File: config.mk
export PLATFORM = sky130hd
export DESIGN_NAME = ula_sequencer
export DESIGN_NICKNAME = d
export VERILOG_FILES = /design/src/rtl/ula_sequencer.sv
export SDC_FILE = /design/constraint.sdc
export NUM_CORES = 1
export LEC_CHECK = 0
export ABC_CLOCK_PERIOD_IN_PS = 5000
export CAP_MARGIN = 25
export CORE_MARGIN = 2
export CORE_UTILIZATION = 50
export DETAILED_ROUTE_END_ITERATION = 12
export GPL_TIMING_DRIVEN = 0
export PLACE_DENSITY_LB_ADDON = 0.08
export SLEW_MARGIN = 0
export SYNTH_ARGS = -nofsm -noshare
export SYNTH_HDL_FRONTEND = slang
export SYNTH_SLANG_ARGS = --single-unit
File: constraint.sdc
create_clock -name CLOCK_50 -period 5 [get_ports CLOCK_50]
set_input_delay 1 -clock CLOCK_50 [delete_from_list [all_inputs] [get_ports CLOCK_50]]
set_output_delay 1 -clock CLOCK_50 [all_outputs]
set_load 0.01 [all_outputs]
File: src/rtl/ula_sequencer.sv
`default_nettype none
// ============================================================================
//  Module   : ula_sequencer
//  Purpose  : Front-end controller for the ULA. Synchronises, debounces and
//             edge-detects the active-low KEY pushbuttons, holds operands a/b
//             and opcode op, and runs one SETTLE/CAPTURE sequence per execute
//             press, latching result1/result2 into res1_q/res2_q.
//  Ports    : CLOCK_50 - system clock (rising edge)
//             reset    - synchronous active-high reset
//             KEY[3:0] - raw buttons, active-low: [0] op+1, [1] b+1,
//                        [2] a+1, [3] execute
//             result1/result2 - ULA outputs (combinational from a/b/op)
//             a, b, op - operands/opcode to ULA and display
//             res1_q/res2_q   - latched ULA results
//             valid    - res*_q correspond to the current a/b/op
//             busy     - high during SETTLE and CAPTURE
//  Revision : 1.0 - initial release
// ============================================================================
module ula_sequencer #(
  parameter int DEBOUNCE_CYCLES = 1000000,
  parameter int MAX_DIGIT       = 9
) (
  input  logic       CLOCK_50,
  input  logic       reset,
  input  logic [3:0] KEY,
  input  logic [7:0] result1,
  input  logic [7:0] result2,
  output logic [7:0] a,
  output logic [7:0] b,
  output logic [1:0] op,
  output logic [7:0] res1_q,
  output logic [7:0] res2_q,
  output logic       valid,
  output logic       busy
);

  localparam int                CNT_W    = $clog2(DEBOUNCE_CYCLES + 1);
  localparam logic [CNT_W-1:0]  CNT_LAST = CNT_W'(DEBOUNCE_CYCLES - 1);
  localparam logic [7:0]        C_MAX    = 8'(MAX_DIGIT);

  localparam logic [1:0] S_EDIT    = 2'd0;
  localparam logic [1:0] S_SETTLE  = 2'd1;
  localparam logic [1:0] S_CAPTURE = 2'd2;
  localparam logic [1:0] S_SHOW    = 2'd3;

  logic [3:0] w_press;
  logic [1:0] r_state;
  logic [1:0] w_state_next;
  logic       w_edit_any;
  logic       w_edit_apply;
  logic       w_capture;

  // --------------------------------------------------------------------------
  // Per-key synchroniser, debouncer and falling-edge detector.
  // The counter only advances while the synced sample disagrees with the
  // accepted level, so any bounce back to the old level restarts it.
  // --------------------------------------------------------------------------
  genvar gi;
  generate
    for (gi = 0; gi < 4; gi++) begin : g_key
      logic             r_sync1;
      logic             r_sync2;
      logic             r_level;
      logic             r_level_d;
      logic [CNT_W-1:0] r_cnt;

      always_ff @(posedge CLOCK_50) begin
        if (reset) begin
          r_sync1   <= 1'b1;
          r_sync2   <= 1'b1;
          r_level   <= 1'b1;
          r_level_d <= 1'b1;
          r_cnt     <= '0;
        end else begin
          r_sync1   <= KEY[gi];
          r_sync2   <= r_sync1;
          r_level_d <= r_level;
          if (r_sync2 == r_level) begin
            r_cnt <= '0;
          end else if (r_cnt == CNT_LAST) begin
            r_level <= r_sync2;
            r_cnt   <= '0;
          end else begin
            r_cnt <= r_cnt + 1'b1;
          end
        end
      end

      // One-cycle pulse on an accepted 1->0 transition only.
      assign w_press[gi] = r_level_d & ~r_level;
    end
  endgenerate

  assign w_edit_any = |w_press[2:0];

  // --------------------------------------------------------------------------
  // FSM: state register
  // --------------------------------------------------------------------------
  always_ff @(posedge CLOCK_50) begin
    if (reset) r_state <= S_EDIT;
    else       r_state <= w_state_next;
  end

  // --------------------------------------------------------------------------
  // FSM: next state. An execute press coinciding with an edit press is
  // dropped so the evaluation never sees operands changing underneath it.
  // --------------------------------------------------------------------------
  always_comb begin
    w_state_next = r_state;
    case (r_state)
      S_EDIT: begin
        if (w_press[3] && !w_edit_any) w_state_next = S_SETTLE;
      end
      S_SETTLE:  w_state_next = S_CAPTURE;
      S_CAPTURE: w_state_next = S_SHOW;
      S_SHOW: begin
        if (w_edit_any)      w_state_next = S_EDIT;
        else if (w_press[3]) w_state_next = S_SETTLE;
      end
      default:   w_state_next = S_EDIT;
    endcase
  end

  // --------------------------------------------------------------------------
  // FSM: outputs / datapath controls. Edits are ignored while busy.
  // --------------------------------------------------------------------------
  always_comb begin
    busy         = 1'b0;
    w_edit_apply = 1'b0;
    w_capture    = 1'b0;
    case (r_state)
      S_EDIT:    w_edit_apply = w_edit_any;
      S_SETTLE:  busy = 1'b1;
      S_CAPTURE: begin
        busy      = 1'b1;
        w_capture = 1'b1;
      end
      S_SHOW:    w_edit_apply = w_edit_any;
      default:   busy = 1'b0;
    endcase
  end

  // --------------------------------------------------------------------------
  // Operand, opcode and result registers. valid drops on the same edge that
  // any operand changes, and rises on the capture edge.
  // --------------------------------------------------------------------------
  always_ff @(posedge CLOCK_50) begin
    if (reset) begin
      a      <= '0;
      b      <= '0;
      op     <= '0;
      res1_q <= '0;
      res2_q <= '0;
      valid  <= 1'b0;
    end else begin
      if (w_edit_apply) begin
        if (w_press[2]) a  <= (a == C_MAX) ? 8'd0 : a + 8'd1;
        if (w_press[1]) b  <= (b == C_MAX) ? 8'd0 : b + 8'd1;
        if (w_press[0]) op <= op + 2'd1;
        valid <= 1'b0;
      end
      if (w_capture) begin
        res1_q <= result1;
        res2_q <= result2;
        valid  <= 1'b1;
      end
    end
  end

endmodule
`default_nettype wire

Yosys cells after proc, flatten, opt, wreduce, memory -nomap -nowiden --
Cells that the tools add are included.
Word-level totals: flip-flop bits (word level) 133, word-level logic and storage cells 91
Cells by class: reductions and logical operators 19, $add $sub $neg 7, equality and inequality tests 15, mux-type cells 11, bitwise logic cells 12
Operators with widths (count):
- adder 20 x 1 -> 20 bit (second input constant) | 4
- == test 20 bit (second input constant) | 4
- adder 8 x 1 -> 8 bit (second input constant) | 2
- == test 8 x 4 -> 1 bit (second input constant) | 2
- two-way mux 8 bit | 2
- AND reduction 2 bit | 8
- OR reduction 3 bit | 5
- inverter 1 bit | 8
- case mux 2 bit (4 select lines) | 1
- two-way mux 2 bit | 3
- two-way mux 1 bit | 5
- bitwise AND 1 bit | 4
- == test 1 bit | 4
- == test 2 bit (second input constant) | 2
- OR reduction 2 bit | 2
- != test 3 bit (second input constant) | 1
- adder 2 x 1 -> 2 bit (second input constant) | 1
- == test 2 x 1 -> 1 bit (second input constant) | 1
- logical NOT 2 bit | 1
- != test 2 bit (second input constant) | 1
- nonzero test 2 bit | 1
- logical AND 1 bit | 1
- logical NOT 1 bit | 1

Depth between registers and ports, before layout --
Gate-level depths: netlist of the first run.
word-level depth 7, mapped depth 6, mapped depth without buffers 6

Worst setup path after synthesis of the first run --
No wires, ideal clock.
kind register -> register, from register r_state[1], to register b[6], data required time 4930 ps, slack 2990 ps, period minus slack after synthesis 2010 ps, cell stages (with the launch flop) 7, data arrival time 1940 ps, path through dfxtp_1 inv_1 ha_1 nor4bb_1 nand3_1 or3_1 a21oi_1
On the way: word-level cells in the longest chain between the ends 4
RTL lines:
- start: declaration | line 47 | logic [1:0] r_state;
- start signal: assignment | line 101 | else r_state <= w_state_next;
- == test 2 bit or logical NOT 2 bit (tied branches) | line 131 | case (r_state)
- OR reduction 2 bit (no line) *
- two-way mux 1 bit * | line 131
- AND reduction 2 bit (no line) *
- end signal: assignment | line 158 | if (w_press[1]) b <= (b == C_MAX) ? 8'd0 : b + 8'd1;
- end: declaration | line 29 | output logic [7:0] b,
Every way passes the cells marked *; elsewhere a longest branch is shown, timed or not. A chain may end at the register's enable or synchronous reset.

Worst setup path in the final report of the first run --
from register r_state[1], to output busy
On the way: word-level cells in the longest chain between the ends 3
RTL lines:
- == test 2 bit or == test 2 x 1 -> 1 bit (tied branches) | line 131
- OR reduction 2 bit (no line) *
- two-way mux 1 bit * | line 131
- end: declaration | line 34 | output logic busy
Marked as above.

==> results of run 1 <==
-- flip-flops by register name (all words and copies together), names as in the netlist --
register	flops
g_key.r_level	4
res2_q	8
op	2
res1_q	8
g_key.r_cnt	80
g_key.r_sync1	4
a	8
g_key.r_sync2	4
r_state	2
b	8
valid	1
g_key.r_level_d	4
-- routing by layer --
| metal | up-vias | share of wire, % |
|---|---|---|
| li1 | 2369 | - |
| met1 | 2204 | 47 |
| met2 | 102 | 48 |
| met3 | 12 | 4.1 |
| met4 | 0 | 1.4 |
| met5 | - | 0 |
-- worst paths after layout --
| kind | from | to | depth (start not counted) |
|---|---|---|---|
| worst max register to register | r_state[1] | b[6] | 6 |
| worst min-delay path | g_key[0].r_sync1 | g_key[0].r_sync2 | 1 |
| worst max-delay path | r_state[1] | busy | 3 |
| worst min register to register | g_key[0].r_sync1 | g_key[0].r_sync2 | 1 |
-- layout make-up --
class / instances / area [um^2] / share of cell area (%)
clock inverter: 3 / 15.0 / 0.214
multi-input combinational: 454 / 2870 / 40.9
tap: 143 / 179 / 2.55
inverter: 27 / 101 / 1.44
timing repair buffer: 57 / 571 / 8.13
sequential: 133 / 2660 / 37.9
buffer: 18 / 83.8 / 1.19
clock buffer: 28 / 537 / 7.64
-- metrics by stage --
stage | util, % | hold slack, ns | cells | power (mW) | cell area, um^2
6_report | 62.3 | 0.405 | 863 | 2.36 | 7020
5_1_grt | 62.3 | 0.413 | 863 | 2.45 | 7020
4_1_cts | 62.3 | 0.406 | 863 | 2.39 | 7020
3_5_place_dp | 57.4 | 0.394 | 832 | 1.25 | 6470
3_3_place_gp | 57.4 | 0.394 | 832 | 1.24 | 6470
2_1_floorplan | - | 0.389 | 632 | 1.19 | 5720
-- critical path, cell delays in order, from the launching register on --
cell and delay [ns]:
sky130_fd_sc_hd__dfxtp_1 0.38, sky130_fd_sc_hd__inv_1 0.09, sky130_fd_sc_hd__ha_1 0.45, sky130_fd_sc_hd__clkdlybuf4s50_1 0.61
-- placed cells by master, fill, tap and decap left out, drive strengths merged, types with 4 or more instances in the layout --
cell,count
nand4,32
o21ai,22
and4,8
dfxtp,133
nand2,28
xnor2,31
nor4,11
nand2b,4
a21oi,24
inv,27
xor2,39
nor3,10
clkdlybuf4s50,57
mux2i,16
and3,8
nor2,100
nand3,26
or2,15
or4,10
nor4b,5
or3,14
ha,12
and2,5
o31ai,6
clkbuf,43
-- power by group through the flow --
stage | combinational (mW) | clock (mW) | sequential, mW
final | 0.141 | 1.14 | 1.09
after global placement | 0.137 | 0 | 1.11
after floorplan | 0.0755 | 0 | 1.11
after CTS | 0.142 | 1.16 | 1.09
after global routing | 0.156 | 1.21 | 1.09
after detailed placement | 0.142 | 0 | 1.11
-- cell families after synthesis --
group,count (synthesis)
AND/OR/NAND/NOR,289
flip-flops,133
XOR/XNOR,70
AO/OA/AOI/OAI,67
buffers and inverters,45
multiplexers,16
adder cells (fa/ha/maj),12
==> flow_results.xml, run 1 <==
<?xml version="1.0" encoding="UTF-8"?>
<metrics>
  <group name="run_status">
    <metric name="run_status" unit="">complete, no violations</metric>
  </group>
  <group name="job">
    <metric name="max_capacitance_violation_count" unit="">0</metric>
  </group>
  <group name="placement">
    <metric name="finalWeightedCongestion" unit="">0.863</metric>
    <metric name="placement.io_buffers" unit="">57</metric>
    <metric name="place_hpwl" unit="mm">8.23</metric>
    <metric name="place_ws" unit="ns">2.25</metric>
  </group>
  <group name="cts">
    <metric name="cts-resized-gates" unit="">0</metric>
    <metric name="numCtsBuffers" unit="">17</metric>
    <metric name="clk_path_buf_depth" unit="">2</metric>
    <metric name="clock_sink_count" unit="">133</metric>
    <metric name="worstSkewPairLatency" unit="ns">0.41</metric>
    <metric name="clock_edge_transition_at_the_registers_on_the_reported_setup_and_hold_paths" unit="ns">0.05</metric>
    <metric name="clock-root-buffer" unit="">sky130_fd_sc_hd__clkbuf_16</metric>
    <metric name="tritoncts" unit="">done</metric>
    <metric name="clock_tree.htree_level_count" unit="">4</metric>
    <metric name="cts_setup_buffers" unit="">0</metric>
    <metric name="cts.hold.buffers_added" unit="">0</metric>
  </group>
  <group name="synthesis">
    <metric name="yosys.area_share.xor_xnor" unit="%">10.7</metric>
    <metric name="post_synthesis_mux_area_share" unit="%">2.80</metric>
    <metric name="synth_fa_ha_area_share" unit="%">2.62</metric>
    <metric name="synthArstFlopShare" unit="%">0</metric>
    <metric name="synth_area_per_inst" unit="um^2">9.05</metric>
    <metric name="yosysMostFrequentCell" unit="">sky130_fd_sc_hd__dfxtp_1</metric>
    <metric name="synth.net_count" unit="">666</metric>
    <metric name="yosys.area_share.simple" unit="%">26.8</metric>
    <metric name="synth.yosys.warnings" unit="">0</metric>
    <metric name="biggest_area_contributors_in_the_synthesized_netlist" unit="">sky130_fd_sc_hd__dfxtp_1 (47%), sky130_fd_sc_hd__nor2_1 (6.6%), sky130_fd_sc_hd__xor2_1 (6.0%)</metric>
    <metric name="most_used_flip_flop_cell_after_synthesis" unit="">sky130_fd_sc_hd__dfxtp_1</metric>
    <metric name="syn-cell-area" unit="um^2">5720</metric>
    <metric name="ys_seq_elements" unit="">133</metric>
    <metric name="yosys.area.top_type_share" unit="%">46.5</metric>
    <metric name="synth_seq_area_share" unit="%">46.5</metric>
    <metric name="ys_top_cells_by_count" unit="">sky130_fd_sc_hd__dfxtp_1 (133), sky130_fd_sc_hd__nor2_1 (100), sky130_fd_sc_hd__xor2_1 (39)</metric>
    <metric name="synth-compound-area-share" unit="%">7.28</metric>
    <metric name="netlist-cell-type-count" unit="">50</metric>
    <metric name="synth-edff-count" unit="">0</metric>
    <metric name="synth.largest_area_cell" unit="">sky130_fd_sc_hd__dfxtp_1</metric>
    <metric name="post_synth_inst_count" unit="">632</metric>
    <metric name="combinational_family_with_the_most_area_after_synthesis" unit="">simple AND/OR/NAND/NOR gates</metric>
  </group>
  <group name="grt">
    <metric name="grt_pass1_wl" unit="mm">20.5</metric>
    <metric name="maximum_number_of_pins_on_one_net_before_global_route_repair" unit="">17</metric>
    <metric name="track_usage" unit="%">20.2</metric>
    <metric name="number_of_global_route_vias_before_repair" unit="">4511</metric>
    <metric name="grt_use_met1" unit="%">24.8</metric>
    <metric name="antenna_found_initial" unit="">0</metric>
    <metric name="busiest_layer" unit="">met2</metric>
    <metric name="grt_overflow_total" unit="">0</metric>
    <metric name="global_route.usage.met2" unit="%">33.3</metric>
    <metric name="grt_util_met3" unit="%">6.12</metric>
  </group>
  <group name="finish">
    <metric name="layout-area-overhead-vs-synth" unit="%">22.7</metric>
    <metric name="num_antenna_cells" unit="">0</metric>
    <metric name="final_layout_size_suffix_gt1_share" unit="%">7.50</metric>
    <metric name="number_of_nets_in_the_layout" unit="">742</metric>
    <metric name="filler_cell_count" unit="">992</metric>
  </group>
  <group name="power">
    <metric name="powerDensity" unit="nW/um^2">337</metric>
    <metric name="power.net_switching" unit="mW">0.495</metric>
    <metric name="vdd.ir_drop.worst" unit="mV">0.312</metric>
    <metric name="seq_power_share" unit="%">46.0</metric>
    <metric name="combinationalPowerShare" unit="%">6.0</metric>
    <metric name="cellInternalPower" unit="mW">1.87</metric>
    <metric name="clock_power_share" unit="%">48.0</metric>
    <metric name="power.share.switching" unit="%">20.9</metric>
    <metric name="leakagePower" unit="nW">2.28</metric>
  </group>
  <group name="setup_path">
    <metric name="timing.critical_path.fanout_max" unit="">7</metric>
    <metric name="reg2reg_setup_slack" unit="ns">2.68</metric>
    <metric name="worst_ep_arrival_time" unit="ns">1.95</metric>
    <metric name="timing.critical_path.required" unit="ns">4.00</metric>
    <metric name="start_to_end_type_of_the_worst_setup_path" unit="">reg2out</metric>
    <metric name="end_kind" unit="">output port</metric>
    <metric name="critical_path.startpoint_type" unit="">register</metric>
  </group>
  <group name="timing">
    <metric name="finalSetupViolCount" unit="">0</metric>
    <metric name="finalCritPeriodShare" unit="%">59.1</metric>
    <metric name="rsz0062_at_grt" unit="">no</metric>
    <metric name="finalWorstSetupSlack" unit="ns">2.05</metric>
    <metric name="max-slew-margin-rel" unit="%">53.6</metric>
    <metric name="finalSetupTns" unit="ns">0</metric>
    <metric name="post-route-min-period" unit="ns">2.95</metric>
    <metric name="timing_hold_violations_final" unit="">0</metric>
    <metric name="final-max-slew-violation-count" unit="">0</metric>
    <metric name="max_slew.worst_pin.slew" unit="ns">0.693</metric>
    <metric name="timing.clock.skew" unit="ns">0.00937</metric>
    <metric name="max_freq" unit="MHz">338</metric>
  </group>
  <group name="route">
    <metric name="route.detailed.vias_per_inst" unit="">5.43</metric>
    <metric name="remaining_drcs" unit="">0</metric>
    <metric name="drt-total-wl" unit="mm">11.8</metric>
    <metric name="routedWlPerCell" unit="um">13.6</metric>
    <metric name="route.vias.total" unit="">4687</metric>
    <metric name="drt_first_pass_iters" unit="">5</metric>
    <metric name="detail_route.iter0.violations" unit="">239</metric>
    <metric name="antenna_left" unit="">0</metric>
  </group>
  <group name="floorplan">
    <metric name="die_h" unit="um">111</metric>
    <metric name="floorplan.die_area" unit="um^2">12300</metric>
    <metric name="start_util" unit="%">50.7</metric>
    <metric name="rows" unit="">39</metric>
    <metric name="core_region_area" unit="um^2">11300</metric>
    <metric name="die_x" unit="um">111</metric>
    <metric name="boundaryPins" unit="">58</metric>
  </group>
  <group name="hold_path">
    <metric name="hold_path.class" unit="">reg2reg</metric>
  </group>
</metrics>
(Power assumes the default switching activity.)
==> run 2: changes to the inputs <==
--- a/config.mk
+++ b/config.mk
@@ -5,7 +5,7 @@
 export SDC_FILE = /design/constraint.sdc
 export NUM_CORES = 1
 export LEC_CHECK = 0
-export ABC_CLOCK_PERIOD_IN_PS = 5000
+export ABC_CLOCK_PERIOD_IN_PS = 3000
 export CAP_MARGIN = 25
 export CORE_MARGIN = 2
 export CORE_UTILIZATION = 50
==> constraint.sdc (replaced) <==
create_clock -name CLOCK_50 -period 3 [get_ports CLOCK_50]
set_input_delay 0.6 -clock CLOCK_50 [delete_from_list [all_inputs] [get_ports CLOCK_50]]
set_output_delay 0.6 -clock CLOCK_50 [all_outputs]
set_load 0.01 [all_outputs]
==> results of run 2 <==
The final DEF is identical to that of run 1. Status: complete, no violations.
Among the figures that moved: setup slack after placement 2.25 ns -> 0.654 ns; setup slack after layout 2.05 ns -> 0.445 ns; register-to-register setup slack 2.68 ns -> 0.68 ns; total power 2.36 mW -> 3.94 mW; worst IR drop on VDD 0.312 mV -> 0.519 mV
